==> src/rtl/ch_frame_seq.sv <==
// Frame sequencer: forwards one preamble symbol and NUM_SYM data symbols per frame over a
// Wishbone-style stream, then holds CYC_O low for a guard gap before re-arming.
module ch_frame_seq #(
  parameter int SYM_LEN = 256,
  parameter int SYM_W   = 8,
  parameter int GAP_CYC = 4
) (
  input  logic             CLK_I,
  input  logic             RST_I,
  input  logic [31:0]      DAT_I,
  input  logic             WE_I,
  input  logic             STB_I,
  input  logic             CYC_I,
  output logic             ACK_O,
  output logic [31:0]      DAT_O,
  output logic             CYC_O,
  output logic             STB_O,
  output logic             WE_O,
  input  logic             ACK_I,
  input  logic             frame_start_i,
  input  logic [SYM_W-1:0] num_sym_i,
  input  logic             abort_i,
  output logic             est_o,
  output logic [SYM_W-1:0] sym_idx_o,
  output logic             busy_o,
  output logic             done_o,
  output logic             ovr_o
);
  localparam int CNT_W = (SYM_LEN > 1) ? $clog2(SYM_LEN) : 1;
  localparam int GAP_W = (GAP_CYC > 1) ? $clog2(GAP_CYC) : 1;
  localparam logic [CNT_W-1:0] SAMP_LAST = CNT_W'(SYM_LEN - 1);
  localparam logic [GAP_W-1:0] GAP_LAST  = GAP_W'(GAP_CYC - 1);

  typedef enum logic [2:0] {S_IDLE, S_PRE, S_DATA, S_DRAIN, S_GAP} state_t;

  state_t           state_q, state_d;
  logic [CNT_W-1:0] samp_cnt_q;
  logic [SYM_W-1:0] num_sym_q;
  logic [GAP_W-1:0] gap_cnt_q;

  logic valid, fwd, accept, sym_end, last_sym, drain_done, gap_end;

  assign valid      = WE_I & STB_I & CYC_I;
  assign fwd        = (state_q == S_PRE) || (state_q == S_DATA);
  // An abort cycle never accepts, so the sample it would have taken stays upstream.
  assign accept     = fwd & valid & (~STB_O | ACK_I) & ~abort_i;
  assign sym_end    = accept && (samp_cnt_q == SAMP_LAST);
  assign last_sym   = (sym_idx_o == num_sym_q - SYM_W'(1));
  assign drain_done = ~STB_O | ACK_I;
  assign gap_end    = (state_q == S_GAP) && (gap_cnt_q == GAP_LAST);

  // IDLE swallows upstream samples so the source never stalls between frames.
  assign ACK_O  = (state_q == S_IDLE) ? valid : accept;
  assign WE_O   = CYC_O;
  assign est_o  = (state_q == S_PRE);
  assign busy_o = (state_q != S_IDLE);
  assign done_o = gap_end;

  always_comb begin
    // NOTE: default assigned first so every path drives state_d and no latch is inferred.
    state_d = state_q;
    case (state_q)
      S_IDLE:  if (frame_start_i) state_d = S_PRE;
      S_PRE: begin
        if (abort_i)      state_d = S_GAP;
        else if (sym_end) state_d = (num_sym_q == '0) ? S_DRAIN : S_DATA;
      end
      S_DATA: begin
        if (abort_i)                  state_d = S_GAP;
        else if (sym_end && last_sym) state_d = S_DRAIN;
      end
      S_DRAIN: if (abort_i || drain_done) state_d = S_GAP;
      S_GAP:   if (gap_end) state_d = S_IDLE;
      default: state_d = S_IDLE;
    endcase
  end

  // NOTE: all sequential state uses non-blocking assignments so every register samples
  // pre-edge values regardless of statement order.
  always_ff @(posedge CLK_I or negedge RST_I) begin
    if (!RST_I) begin
      state_q    <= S_IDLE;
      DAT_O      <= '0;
      STB_O      <= 1'b0;
      CYC_O      <= 1'b0;
      samp_cnt_q <= '0;
      sym_idx_o  <= '0;
      num_sym_q  <= '0;
      gap_cnt_q  <= '0;
      ovr_o      <= 1'b0;
    end else begin
      state_q <= state_d;
      if (frame_start_i && (state_q != S_IDLE)) ovr_o <= 1'b1;
      case (state_q)
        S_IDLE: begin
          if (frame_start_i) begin
            num_sym_q  <= num_sym_i;
            samp_cnt_q <= '0;
            sym_idx_o  <= '0;
            gap_cnt_q  <= '0;
            CYC_O      <= 1'b1;
          end
        end
        S_PRE, S_DATA: begin
          if (abort_i) begin
            STB_O <= 1'b0;
            CYC_O <= 1'b0;
          end else if (accept) begin
            DAT_O      <= DAT_I;
            STB_O      <= 1'b1;
            samp_cnt_q <= samp_cnt_q + CNT_W'(1);
            if (sym_end && (state_q == S_DATA) && !last_sym)
              sym_idx_o <= sym_idx_o + SYM_W'(1);
          end else if (ACK_I) begin
            STB_O <= 1'b0;
          end
        end
        S_DRAIN: begin
          if (abort_i || drain_done) begin
            STB_O <= 1'b0;
            CYC_O <= 1'b0;
          end
        end
        S_GAP: gap_cnt_q <= gap_end ? '0 : gap_cnt_q + GAP_W'(1);
        default: ;
      endcase
    end
  end
endmodule

==> config.mk <==
export PLATFORM = sky130hd
export DESIGN_NAME = ch_frame_seq
export DESIGN_NICKNAME = d
export VERILOG_FILES = /design/src/rtl/ch_frame_seq.sv
export SDC_FILE = /design/constraint.sdc
export NUM_CORES = 1
export LEC_CHECK = 0
export ABC_AREA = 0
export CORE_ASPECT_RATIO = 0.8
export CORE_MARGIN = 5
export CORE_UTILIZATION = 40
export DETAILED_ROUTE_END_ITERATION = 8
export PLACE_DENSITY_LB_ADDON = 0.05
export SLEW_MARGIN = 20
export SYNTH_ARGS = -nofsm -noshare
export SYNTH_HDL_FRONTEND = slang
export SYNTH_SLANG_ARGS = --single-unit
==> constraint.sdc <==
create_clock -name CLK_I -period 2.8 [get_ports CLK_I]
set_input_delay 0.56 -clock CLK_I [delete_from_list [all_inputs] [get_ports CLK_I]]
set_output_delay 0.56 -clock CLK_I [all_outputs]
set_load 0.02 [all_outputs]
==> results.sh, run 1 <==
export IMPL_synth_edff_count=0
export IMPL_p_leak_nw=1.92
export IMPL_grt_overflow_total=0
export IMPL_postCtsHoldBufs=0
export IMPL_cellPowerDensity_nw_per_um2=886
export IMPL_netlist_area_um2=3110
export IMPL_io_pins=96
export IMPL_setup_ws_ps=251
export IMPL_vdd_drop_max_v=0.000462
export IMPL_cts_tree="built"
export IMPL_synth_avg_cell_area_um2=11.3
export IMPL_synth_most_common_cell="dfrtp_1"
export IMPL_grt_first_pass_wirelength_mm=12.2
export IMPL_wl_per_cell_um=14.4
export IMPL_synth_area_leader_cell="dfrtp_1"
export IMPL_post_route_period_util_pct=91.0
export IMPL_die_area_um2=9650
export IMPL_place_area_um2=4240
export IMPL_clock_sinks=64
export IMPL_drive_above_1_share_pct=19.1
export IMPL_layout_cells_non_filler=492
export IMPL_place_gp_congestion=0.790
export IMPL_cap_violations=0
export IMPL_dpl_worst_slack_ps=3.21
export IMPL_num_antenna_cells=0
export IMPL_grtUsageTotal_pct=16.4
export IMPL_cts_buffers=9
export IMPL_hpwl_mm=5.13
export IMPL_core_area_um2=7500
export IMPL_fmax_mhz=392
export IMPL_synthTopCellsByArea="dfrtp_1, mux2_2, xnor2_1"
export IMPL_synth_common_cells="dfrtp_1, mux2_2, nand2_1"
export IMPL_critPathMaxFanout=9
export IMPL_finalHoldViolCount=0
export IMPL_h_tree_depth=3
export IMPL_grt_max_degree=45
export IMPL_die_w_um=109
export IMPL_nNetsFinal=435
export IMPL_vias=2470
export IMPL_clock_latency_ps=330
export IMPL_slew_headroom_pct=64.1
export IMPL_maxSlewViolCount=0
export IMPL_drcViolationCount=0
export IMPL_areaGrowthSynthToFinish_pct=42.9
export IMPL_start_kind="flop"
export IMPL_antenna_left=0
export IMPL_hp_class="in -> async"
export IMPL_critical_path_most_common_cell="nor4_2"
export IMPL_critPathKind="reg -> reg"
export IMPL_synth_nets=329
export IMPL_rsz0062_at_grt="false"
export IMPL_cts_root_buf="clkbuf_8"
export IMPL_antenna_found_initial=0
export IMPL_arrival_ps=2770
export IMPL_initial_core_util_pct=41.5
export IMPL_critPathMaxStageDelay_ps=520
export IMPL_routed_via_density=5.02
export IMPL_grt_pass1_vias=2569
export IMPL_worst_slew_pin_slew_ps=538
export IMPL_ys_ff_latch=64
export IMPL_ctsResizeCount=1
export IMPL_ys_flop_type="dfrtp_1"
export IMPL_layout_min_cycle_time_ps=2550
export IMPL_yosysUniqueCellTypes=45
export IMPL_crit_chain="nor4_2 > a21oi_1 > nor4_2 > nand3_1 > nand2_1 > mux2_1"
export IMPL_final_area_um2=4440
export IMPL_place_inst=476
export IMPL_firstDrtPassIters=4
export IMPL_io_buffers=95
export IMPL_setup_viol=0
export IMPL_synth_seq_area_share_pct=51.5
export IMPL_cts_buffer_depth=2
export IMPL_die_height_um=88.9
export IMPL_fin_util_pct=59.3
export IMPL_worstPathRequired_ps=3020
export IMPL_netlist_instances=276
export IMPL_status="complete, no violations"
export IMPL_yosys_area_top_type_share_pct=51.5
export IMPL_yosysWarnings=0
export IMPL_wl_mm=7.08
export IMPL_crit_slowest_cell="nor4_2"
export IMPL_worstSetupEndpointType="flop"
export IMPL_dr_first_iter_drc_count=100
export IMPL_fin_skew_ps=3.83
export IMPL_fp_row_count=28
export IMPL_clk_pin_slew_ps=70
export IMPL_post_cts_buffers=0
export IMPL_ys_async_sr_fraction_pct=100
## routing by layer
layer	share of wire [%]	track usage [%]	vias up	wire, um
met4	1.0	5.39	0	74
met3	9.9	7.80	7	704
met5	0	0	-	0
li1	-	-	1201	-
met1	43	20.0	1186	3080
met2	46	25.6	76	3230
## path summary, 6_finish.rpt
| path | from | to | slack (ps) | cells past startpoint |
|---|---|---|---|---|
| setup / recovery | num_sym_q[2]$_DFFE_PN0P_ | sym_idx_o[1]$_DFFE_PN0P_ | 250 | 6 |
| hold / removal | RST_I | DAT_O[26]$_DFFE_PN0P_ | 200 | 1 |
| setup reg to reg | num_sym_q[2]$_DFFE_PN0P_ | sym_idx_o[1]$_DFFE_PN0P_ | 250 | 6 |
| hold reg to reg | ovr_o$_DFFE_PN0P_ | ovr_o$_DFFE_PN0P_ | 460 | 1 |
| max in group asynchronous | RST_I | DAT_O[3]$_DFFE_PN0P_ | 1990 | 2 |
| min in group CLK_I | ovr_o$_DFFE_PN0P_ | ovr_o$_DFFE_PN0P_ | 460 | 1 |
## stage by stage
stage	total power, mW	hold slack, ps	TNS [ps]
2_1_floorplan	2.41	264	0
3_3_place_gp	3.13	444	-10.4
3_5_place_dp	3.16	450	0
4_1_cts	4.00	196	0
5_1_grt	4.22	223	0
6_report	3.94	197	0
## power breakdown
| part | internal (mW) | leakage, nW | switching (mW) |
|---|---|---|---|
| combinational | 0.864 | 0.993 | 0.816 |
| clock | 0.438 | 0.0989 | 0.373 |
| sequential | 1.22 | 0.824 | 0.228 |
| total | 2.52 | 1.92 | 1.42 |
## cell type report
| class | instances | area (um2) |
|---|---|---|
| clock inverter | 6 | 67.6 |
| inverter | 9 | 33.8 |
| sequential | 64 | 1600 |
| clock buffer | 10 | 138 |
| timing repair buffer | 106 | 1040 |
| fill | 686 | 3050 |
| multi-input combinational | 192 | 1430 |
| tap | 105 | 131 |
## sequential cells by signal, indices dropped and copies added (netlist names)
name,count
DAT_O,32
CYC_O,1
num_sym_q,8
gap_cnt_q,2
sym_idx_o,8
samp_cnt_q,8
ovr_o,1
state_q,3
STB_O,1
## logic make-up after synthesis
logic type	Yosys count	share of synthesized area (%)
muxes	41	14.8
xor gates and xnor gates	18	5.07
adders and majority gates	5	2.01
AOI/OAI and AO/OA	38	8.21
buffers and inverters	20	2.62
and+or+nand+nor	90	15.8
DFF	64	51.5
## layout by cell type, fill, tap and decap left out, types with 2 or more instances in the layout
master	n
nor2_1	17
clkinvlp_4	2
nor2b_1	5
nand2_1	19
clkdlybuf4s50_1	93
dfrtp_1	64
clkbuf_8	10
a41oi_1	2
ha_1	5
nand2b_1	4
mux2_2	39
nand3_1	14
xnor2_1	9
o21ai_0	11
xor2_1	9
nand4_1	5
and3_1	8
a21oi_1	6
inv_1	9
o22ai_1	3
a31oi_1	5
nor3_1	6
buf_4	10
nor4_2	2
## critical path: cells and delay by family (launching register included)
family | cells | cell delay (ps)
compound gates | 1 | 140
simple gates | 4 | 1480
mux | 1 | 330
flops | 1 | 480
(Power assumes the default switching activity.)
==> run 2, diff against run 1 <==
- ABC_CLOCK_PERIOD_IN_PS: default -> 2800
- CORE_ASPECT_RATIO: 0.8 -> default
- CORE_UTILIZATION: 40 -> 35
==> results.sh, run 2 (synthesis results as in run 1) <==
export IMPL_clock_sinks=64
export IMPL_finalHoldViolCount=0
export IMPL_regMostFlops="DAT_O"
export IMPL_areaGrowthSynthToFinish_pct=43.6
export IMPL_layout_min_cycle_time_ps=2610
export IMPL_crit_family="buffers and inverters"
export IMPL_grt_overflow_total=0
export IMPL_cap_violations=0
export IMPL_clk_pin_slew_ps=70
export IMPL_fp_row_count=34
export IMPL_final_common_cell="clkdlybuf4s50_1"
export IMPL_io_buffers=95
export IMPL_largest_reg_flops=32
export IMPL_post_route_period_util_pct=93.3
export IMPL_cellPowerDensity_nw_per_um2=894
export IMPL_vias=2460
export IMPL_drcViolationCount=0
export IMPL_initial_core_util_pct=35.8
export IMPL_status="complete, no violations"
export IMPL_die_area_um2=10900
export IMPL_core_area_um2=8680
export IMPL_place_gp_congestion=0.774
export IMPL_r2r_start="num_sym_q[2]$_DFFE_PN0P_"
export IMPL_h_tree_depth=3
export IMPL_arrival_ps=2050
export IMPL_post_cts_buffers=0
export IMPL_fin_skew_ps=6.85
export IMPL_worstSetupEndpointType="output port"
export IMPL_grtUsageTotal_pct=14.2
export IMPL_clock_latency_ps=330
export IMPL_worstPathRequired_ps=2240
export IMPL_hp_class="in -> async"
export IMPL_crit_chain="inv_1 > nor3_1 > clkdlybuf4s50_1"
export IMPL_fillers=824
export IMPL_maxSlewViolCount=0
export IMPL_firstDrtPassIters=4
export IMPL_start_kind="flop"
export IMPL_slew_headroom_pct=65.9
export IMPL_critPathKind="reg -> out"
export IMPL_antenna_found_initial=0
export IMPL_drive_above_1_share_pct=19.3
export IMPL_vdd_drop_max_v=0.000516
export IMPL_finalPower_mw=3.99
export IMPL_p_leak_nw=1.93
export IMPL_antenna_left=0
export IMPL_crit_slowest_cell="clkdlybuf4s50_1"
export IMPL_num_antenna_cells=0
export IMPL_grt_pass1_vias=2578
export IMPL_critPathMaxStageDelay_ps=650
export IMPL_cts_root_buf="clkbuf_8"
export IMPL_grt_max_degree=65
export IMPL_cts_buffers=9
export IMPL_path_buf_inv=2
export IMPL_cts_buffer_depth=2
export IMPL_wl_mm=7.40
export IMPL_cts_tree="built"
export IMPL_dr_first_iter_drc_count=116
export IMPL_worst_slew_pin_slew_ps=507
export IMPL_setup_viol=0
export IMPL_holdWs_ps=217
export IMPL_hpwl_mm=5.27
export IMPL_final_cell_mix="clkdlybuf4s50_1, dfrtp_1, mux2_2"
export IMPL_critPathMaxFanout=13
export IMPL_grt_first_pass_wirelength_mm=12.5
export IMPL_postCtsHoldBufs=0
export IMPL_routed_via_density=4.96
export IMPL_fmax_mhz=383
export IMPL_die_w_um=104
export IMPL_wl_per_cell_um=14.9
export IMPL_die_height_um=104
export IMPL_nNetsFinal=437
export IMPL_rsz0062_at_grt="false"
export IMPL_startpoint="state_q[0]$_DFFE_PN0P_"
export IMPL_io_pins=96
==> run 2: cell types whose count changed in the layout (fill, tap and decap cells not counted) <==
| cell | change |
|---|---|
| clkinv_2 | +1 |
| inv_6 | -1 |
| buf_4 | +2 |
| clkinv_4 | -1 |
| clkbuf_8 | -1 |
| bufinv_16 | +1 |
==> run 2: path summary, 6_finish.rpt <==
check | cells after the start | slack [ps] | to
worst max-delay path | 3 | 190 | est_o
worst min-delay path | 2 | 220 | gap_cnt_q[0]$_DFFE_PN0P_
worst max register to register | 6 | 230 | sym_idx_o[1]$_DFFE_PN0P_
worst min register to register | 1 | 470 | ovr_o$_DFFE_PN0P_
max in group asynchronous | 2 | 2280 | num_sym_q[1]$_DFFE_PN0P_
min in group CLK_I | 1 | 470 | ovr_o$_DFFE_PN0P_
==> run 2: worst register-to-register path: stages (launching register included) <==
cell and delay [ps]:
dfrtp_1 470, nor4_2 540, a21oi_1 150, nor4_2 390, nand3_1 340, nand2_1 230, mux2_1 340
==> run 2: area by class of cell <==
type	count	area, um2	share of cell area [%]
timing repair buffer	108	1050	23.6
clock inverter	6	85.1	1.91
clock buffer	9	124	2.77
inverter	9	33.8	0.757
tap	108	135	3.03
multi-input combinational	192	1430	32.1
sequential	64	1600	35.9
==> run 2: repair_timing <==
action / in CTS / in global routing
resized for setup: 1 / 0
endpoints found under the setup margin: 1 / 0
endpoints found under the hold margin: 0 / 0
==> run 2: stage by stage <==
step           setup TNS (ps)  utilization, %  cell area (um2)  setup slack, ps  instances
2_1_floorplan               0               -             3110              343        276
4_1_cts                     0            51.5             4470              140        496
5_1_grt                     0            51.5             4470             58.4        496
3_3_place_gp            -13.3            49.1             4260            -13.3        481
3_5_place_dp            -31.5            49.1             4260            -31.5        481
6_report                    0            51.5             4470              189        496
==> run 2: metal layers <==
layer | track usage, % | wire, um | up-vias
li1 | - | - | 1197
met1 | 16.5 | 3100 | 1180
met2 | 23.1 | 3500 | 77
met3 | 7.14 | 723 | 6
met4 | 3.89 | 76 | 0
met5 | 0 | 0 | -
==> run 2: where the power goes <==
| part | switching, mW | internal (mW) |
|---|---|---|
| sequential | 0.240 | 1.22 |
| combinational | 0.810 | 0.871 |
| clock | 0.357 | 0.493 |
| total | 1.41 | 2.58 |
